File: src/rtl/multi_go_delay_pkg.sv
// Shared definitions for the multi-channel go/delay block:
// per-channel FSM state encoding and the default delay counter width.
package multi_go_delay_pkg;

   localparam int DEF_DLY_W = 8;

   typedef enum logic [1:0] {
      ST_IDLE = 2'd0,
      ST_RUN  = 2'd1,
      ST_DONE = 2'd2
   } ch_state_t;

endpackage

File: src/rtl/go_delay_ch.sv
// One go/delay channel: IDLE -> RUN for delay_cfg cycles -> one-cycle DONE.
// Kill always wins over go; a zero delay is stretched to one cycle.
module go_delay_ch
   import multi_go_delay_pkg::*;
#(
   parameter int DLY_W  = DEF_DLY_W,
   parameter int RETRIG = 0
) (
   input  logic             clk,
   input  logic             reset_n,
   input  logic             go,
   input  logic             kill,
   input  logic [DLY_W-1:0] delay_cfg,
   output logic             busy,
   output logic             done
);

   ch_state_t        state;
   ch_state_t        state_nxt;
   logic [DLY_W-1:0] cnt;
   logic [DLY_W-1:0] cnt_nxt;
   logic [DLY_W-1:0] load_val;
   logic             start;

   assign load_val = (delay_cfg == '0) ? DLY_W'(1) : delay_cfg;
   assign start    = go & ~kill;

   always_ff @(posedge clk or negedge reset_n) begin
      if (!reset_n) begin
         state <= ST_IDLE;
         cnt   <= '0;
      end else begin
         state <= state_nxt;
         cnt   <= cnt_nxt;
      end
   end

   // The counter reaches 1 on the last RUN cycle, so DONE follows exactly delay_cfg edges after the load.
   always_comb begin
      state_nxt = state;
      cnt_nxt   = cnt;
      case (state)
         ST_IDLE: begin
            if (start) begin
               state_nxt = ST_RUN;
               cnt_nxt   = load_val;
            end
         end
         ST_RUN: begin
            if (kill) begin
               state_nxt = ST_IDLE;
            end else if ((RETRIG != 0) && go) begin
               cnt_nxt = load_val;
            end else if (cnt == DLY_W'(1)) begin
               state_nxt = ST_DONE;
            end else begin
               cnt_nxt = cnt - DLY_W'(1);
            end
         end
         ST_DONE: begin
            if (start) begin
               state_nxt = ST_RUN;
               cnt_nxt   = load_val;
            end else begin
               state_nxt = ST_IDLE;
            end
         end
         default: state_nxt = ST_IDLE;
      endcase
   end

   always_comb begin
      busy = (state == ST_RUN);
      done = (state == ST_DONE);
   end

endmodule

File: src/rtl/multi_go_delay.sv
// NUM_CH independent go/delay channels plus sticky per-channel kill flags
// and their combined OR.
module multi_go_delay
   import multi_go_delay_pkg::*;
#(
   parameter int NUM_CH = 3,
   parameter int DLY_W  = DEF_DLY_W,
   parameter int RETRIG = 0
) (
   input  logic                    clk,
   input  logic                    reset_n,
   input  logic [NUM_CH-1:0]       go,
   input  logic [NUM_CH-1:0]       kill,
   input  logic [NUM_CH-1:0]       kill_clr,
   input  logic [NUM_CH*DLY_W-1:0] delay_cfg,
   output logic [NUM_CH-1:0]       busy,
   output logic [NUM_CH-1:0]       done,
   output logic [NUM_CH-1:0]       kill_ltchd,
   output logic                    kill_any
);

   for (genvar i = 0; i < NUM_CH; i++) begin : g_ch
      go_delay_ch #(
         .DLY_W  (DLY_W),
         .RETRIG (RETRIG)
      ) u_ch (
         .clk       (clk),
         .reset_n   (reset_n),
         .go        (go[i]),
         .kill      (kill[i]),
         .delay_cfg (delay_cfg[i*DLY_W +: DLY_W]),
         .busy      (busy[i]),
         .done      (done[i])
      );
   end

   // Kill flags ignore channel state; a new kill beats a simultaneous clear.
   always_ff @(posedge clk or negedge reset_n) begin
      if (!reset_n) begin
         kill_ltchd <= '0;
      end else begin
         kill_ltchd <= (kill_ltchd & ~kill_clr) | kill;
      end
   end

   assign kill_any = |kill_ltchd;

endmodule

File: config.mk
export PLATFORM = sky130hd
export DESIGN_NAME = multi_go_delay
export DESIGN_NICKNAME = d
export VERILOG_FILES = /design/src/rtl/multi_go_delay_pkg.sv /design/src/rtl/go_delay_ch.sv /design/src/rtl/multi_go_delay.sv
export SDC_FILE = /design/constraint.sdc
export NUM_CORES = 1
export LEC_CHECK = 0
export ABC_AREA = 1
export CORE_MARGIN = 3
export CORE_UTILIZATION = 48
export CTS_CLUSTER_DIAMETER = 40
export DETAILED_ROUTE_END_ITERATION = 6
export HOLD_SLACK_MARGIN = 0.05
export PLACE_DENSITY = 0.77
export REMOVE_ABC_BUFFERS = 1
export SLEW_MARGIN = 20
export SYNTH_ARGS = -nofsm -noshare
export SYNTH_HDL_FRONTEND = slang
export SYNTH_SLANG_ARGS = --single-unit
File: constraint.sdc
create_clock -name clk -period 1.27 [get_ports clk]
set_input_delay 0.381 -clock clk [delete_from_list [all_inputs] [get_ports clk]]
set_output_delay 0.381 -clock clk [all_outputs]
set_load 0.02 [all_outputs]
==> impl_results.md <==
- RSZ-0062 raised after global routing: yes
- Layout Skew: 8.00 ps
- Post-route cell area: between 3000 and 4000 sq um
- Largest net degree at the start of global routing: 34
- Fraction of layout cells with a size suffix above 1: 43.1%
- Routed Antenna Nets: 0
- Post-DP Area: ~3200 sq um
- First-pass GRT wire length: 11600 um
- Synth unique cells: 27
- Type of origin of the critical path: register
- Synth Cell Area: 2420 sq um
- Max_cap viols: 0
- Pwr per Cell Area: 1510 nW/um^2
- Core area: 4790 sq um
- Most area-consuming cells after synthesis: dfrtp_1 (34%), nand2_1 (12%), nand3_1 (10%), inv_1 (8.8%), nor2_1 (5.1%)
- Minimum clock period: 1410 ps
- Tightest Pin Transition: 267 ps
- Die area: 5930 sq um
- Slew Viols, Final: 0
- Syn Area/Cell: 7.09 sq um
- Violated checks: setup timing
- Top-area cell type share of the netlist area: 34.1%
- Instance count of the mapped netlist: 341
- Synth Warn #: 0
- Number of top-level pins: between 40 and 50
- IO Port Bufs: 44
- Final setup fails: 26
- # fillers: 318
- R2r setup slk: -140 ps
- Max VDD drop: 949 uV
- Die Width: ~77 um
- Area Overhead vs Synth: 58.8%
- Hold_ws: 402 ps
- Fmax: between 700 and 800 MHz
- TritonCTS Sinks: 33
- Worst skew pair latency: 290 ps
- Fin crit share: 111%
- Die Ht: 77.0 um
- Status: finished, violations left
- Crit path required time: 1500 ps
- Initial DRC Count: 241
- Post-route setup slack: -143 ps
- Root Buffer: clkbuf_8
- DR WL/cell: ~14 um
- Worst min path class: in -> reg
- Top-count cell post-synth: nand2_1
- FF/Latch Area: 831 sq um
- Sequential area share after synthesis: 34.1%
- Post-synth EDFFs: 0
- TritonCTS clock tree: yes
- Worst EP arrival: 1640 ps
- Grt total ovfl: 0
- Starting density of the core: 50.5%
- ANT cells: 0
- Number of synthesized register bits: 33
- Critical path class: reg -> reg
- Util after Layout: 80.2%
- Total CTS buffers: 5
- Pwr Total: between 5 and 6 mW
- Vias in the first global route: 2616
- Vias after detailed routing: 2591
- Final Hold Fails: 0
- Synth Flop Type: dfrtp_1
- CP max FO: 6
- Setup TNS: -1240 ps
- Longest Clk Path Bufs: 2
- DPL Wire Length: around 4500 um
- Clock transition at the registers of the reported paths: ~80 ps
- DRC: 0
- Top cells by count, synth: nand2_1 (77), inv_1 (57), nand3_1 (49)
- Post-synth ARST share: 100%
- Biggest area consumer among synthesized cells: dfrtp_1
- Initial antenna violation count: 0
- 1st-pass router iterations: 4
- CTS H-Tree Depth: 2
- Static Leak: 1.87 nW
- Row Count: 25
- Footprint of the multi-input gates: 1700 sq um
- Routed WL: about 7200 um
- Total GRT Usage: 24.3%
- CP Capture Type: register
- Gp weighted congestion: 0.934
- Slew Limit Headroom: 82.2%
- Via-to-Cell Ratio: 5.08
- Final net count: ~480
metal layers:
layer  vias up  global-route usage [%]  wire length [um]
li1       1275                       -                 -
met1      1186                    27.9              2730
met2       105                    44.0              3810
met3        25                    5.05               414
met4         0                    9.61               209
met5         -                       0                 0
cell usage in the layout (no fill, tap or decap), drive strengths merged, types with 5 or more instances in the layout:
cell type / count
dfrtp: 33
nand4: 6
ha: 6
nand3: 59
buf: 69
clkdlybuf4s50: 32
inv: 59
o21ai: 28
nor2: 41
clkbuf: 6
or2: 5
nand2: 87
flip-flops by register name (all words and copies together) (netlist names):
signal / cells
g_ch.u_ch.cnt: 24
g_ch.u_ch.state: 6
kill_ltchd: 3
area by class of cell:
class                      count  area share, %
tap                           67           2.18
clock inverter                 2          0.261
sequential                    33           21.6
multi-input combinational    240           44.3
clock buffer                   6           1.89
inverter                      59           5.83
timing repair buffer         103           23.9
worst max-delay path, stage by stage (launching register included):
cell     delay [ps]
dfrtp_1         400
inv_2            90
ha_4            130
inv_2            40
nor2_4           90
nand4_4         100
nand2_4         150
buf_6           160
nand3_1         110
nand2_1          90
metrics by stage:
stage	instances	worst slack, ps
after floorplan	329	-62.9
after global placement	491	-258
after detailed placement	491	-301
after CTS	505	-82.6
after global routing	510	-179
final	510	-143
kinds of logic after synthesis:
kind of cell | after synthesis | synth area share [%]
xor gates and xnor gates | 1 | 0.362
buffers and inverters | 71 | 12.9
adders and majority gates | 6 | 3.10
and+or+nand+nor | 198 | 41.3
AOI/OAI and AO/OA | 32 | 8.23
DFF | 33 | 34.1
path summary, 6_finish.rpt:
kind / from / to / depth (start not counted)
max: g_ch[1].u_ch.cnt[1]$_DFFE_PN0P_ / g_ch[1].u_ch.cnt[5]$_DFFE_PN0P_ / 9
min: kill[2] / g_ch[2].u_ch.state[1]$_DFFE_PN0P_ / 2
max reg2reg: g_ch[1].u_ch.cnt[1]$_DFFE_PN0P_ / g_ch[1].u_ch.cnt[5]$_DFFE_PN0P_ / 9
min reg2reg: kill_ltchd[0]$_DFF_PN0_ / kill_ltchd[0]$_DFF_PN0_ / 2
max in group asynchronous: reset_n / g_ch[1].u_ch.cnt[0]$_DFFE_PN0P_ / 2
min in group asynchronous: reset_n / g_ch[1].u_ch.state[0]$_DFFE_PN0P_ / 2
what timing repair did:
item	4_1_cts	5_1_grt
pin swaps	12	26
setup endpoints to repair	37	34
resized for setup	99	78
cloned	2	1
setup buffers	5	4
hold buffers	0	0
power by group:
group | total, mW | internal (mW) | leakage (nW) | switching, mW
logic | 3.28 | 1.48 | 1.42 | 1.80
registers | 1.74 | 1.35 | 0.403 | 0.386
clock network | 0.795 | 0.380 | 0.0450 | 0.414
Power figures use the tool's default switching activity.
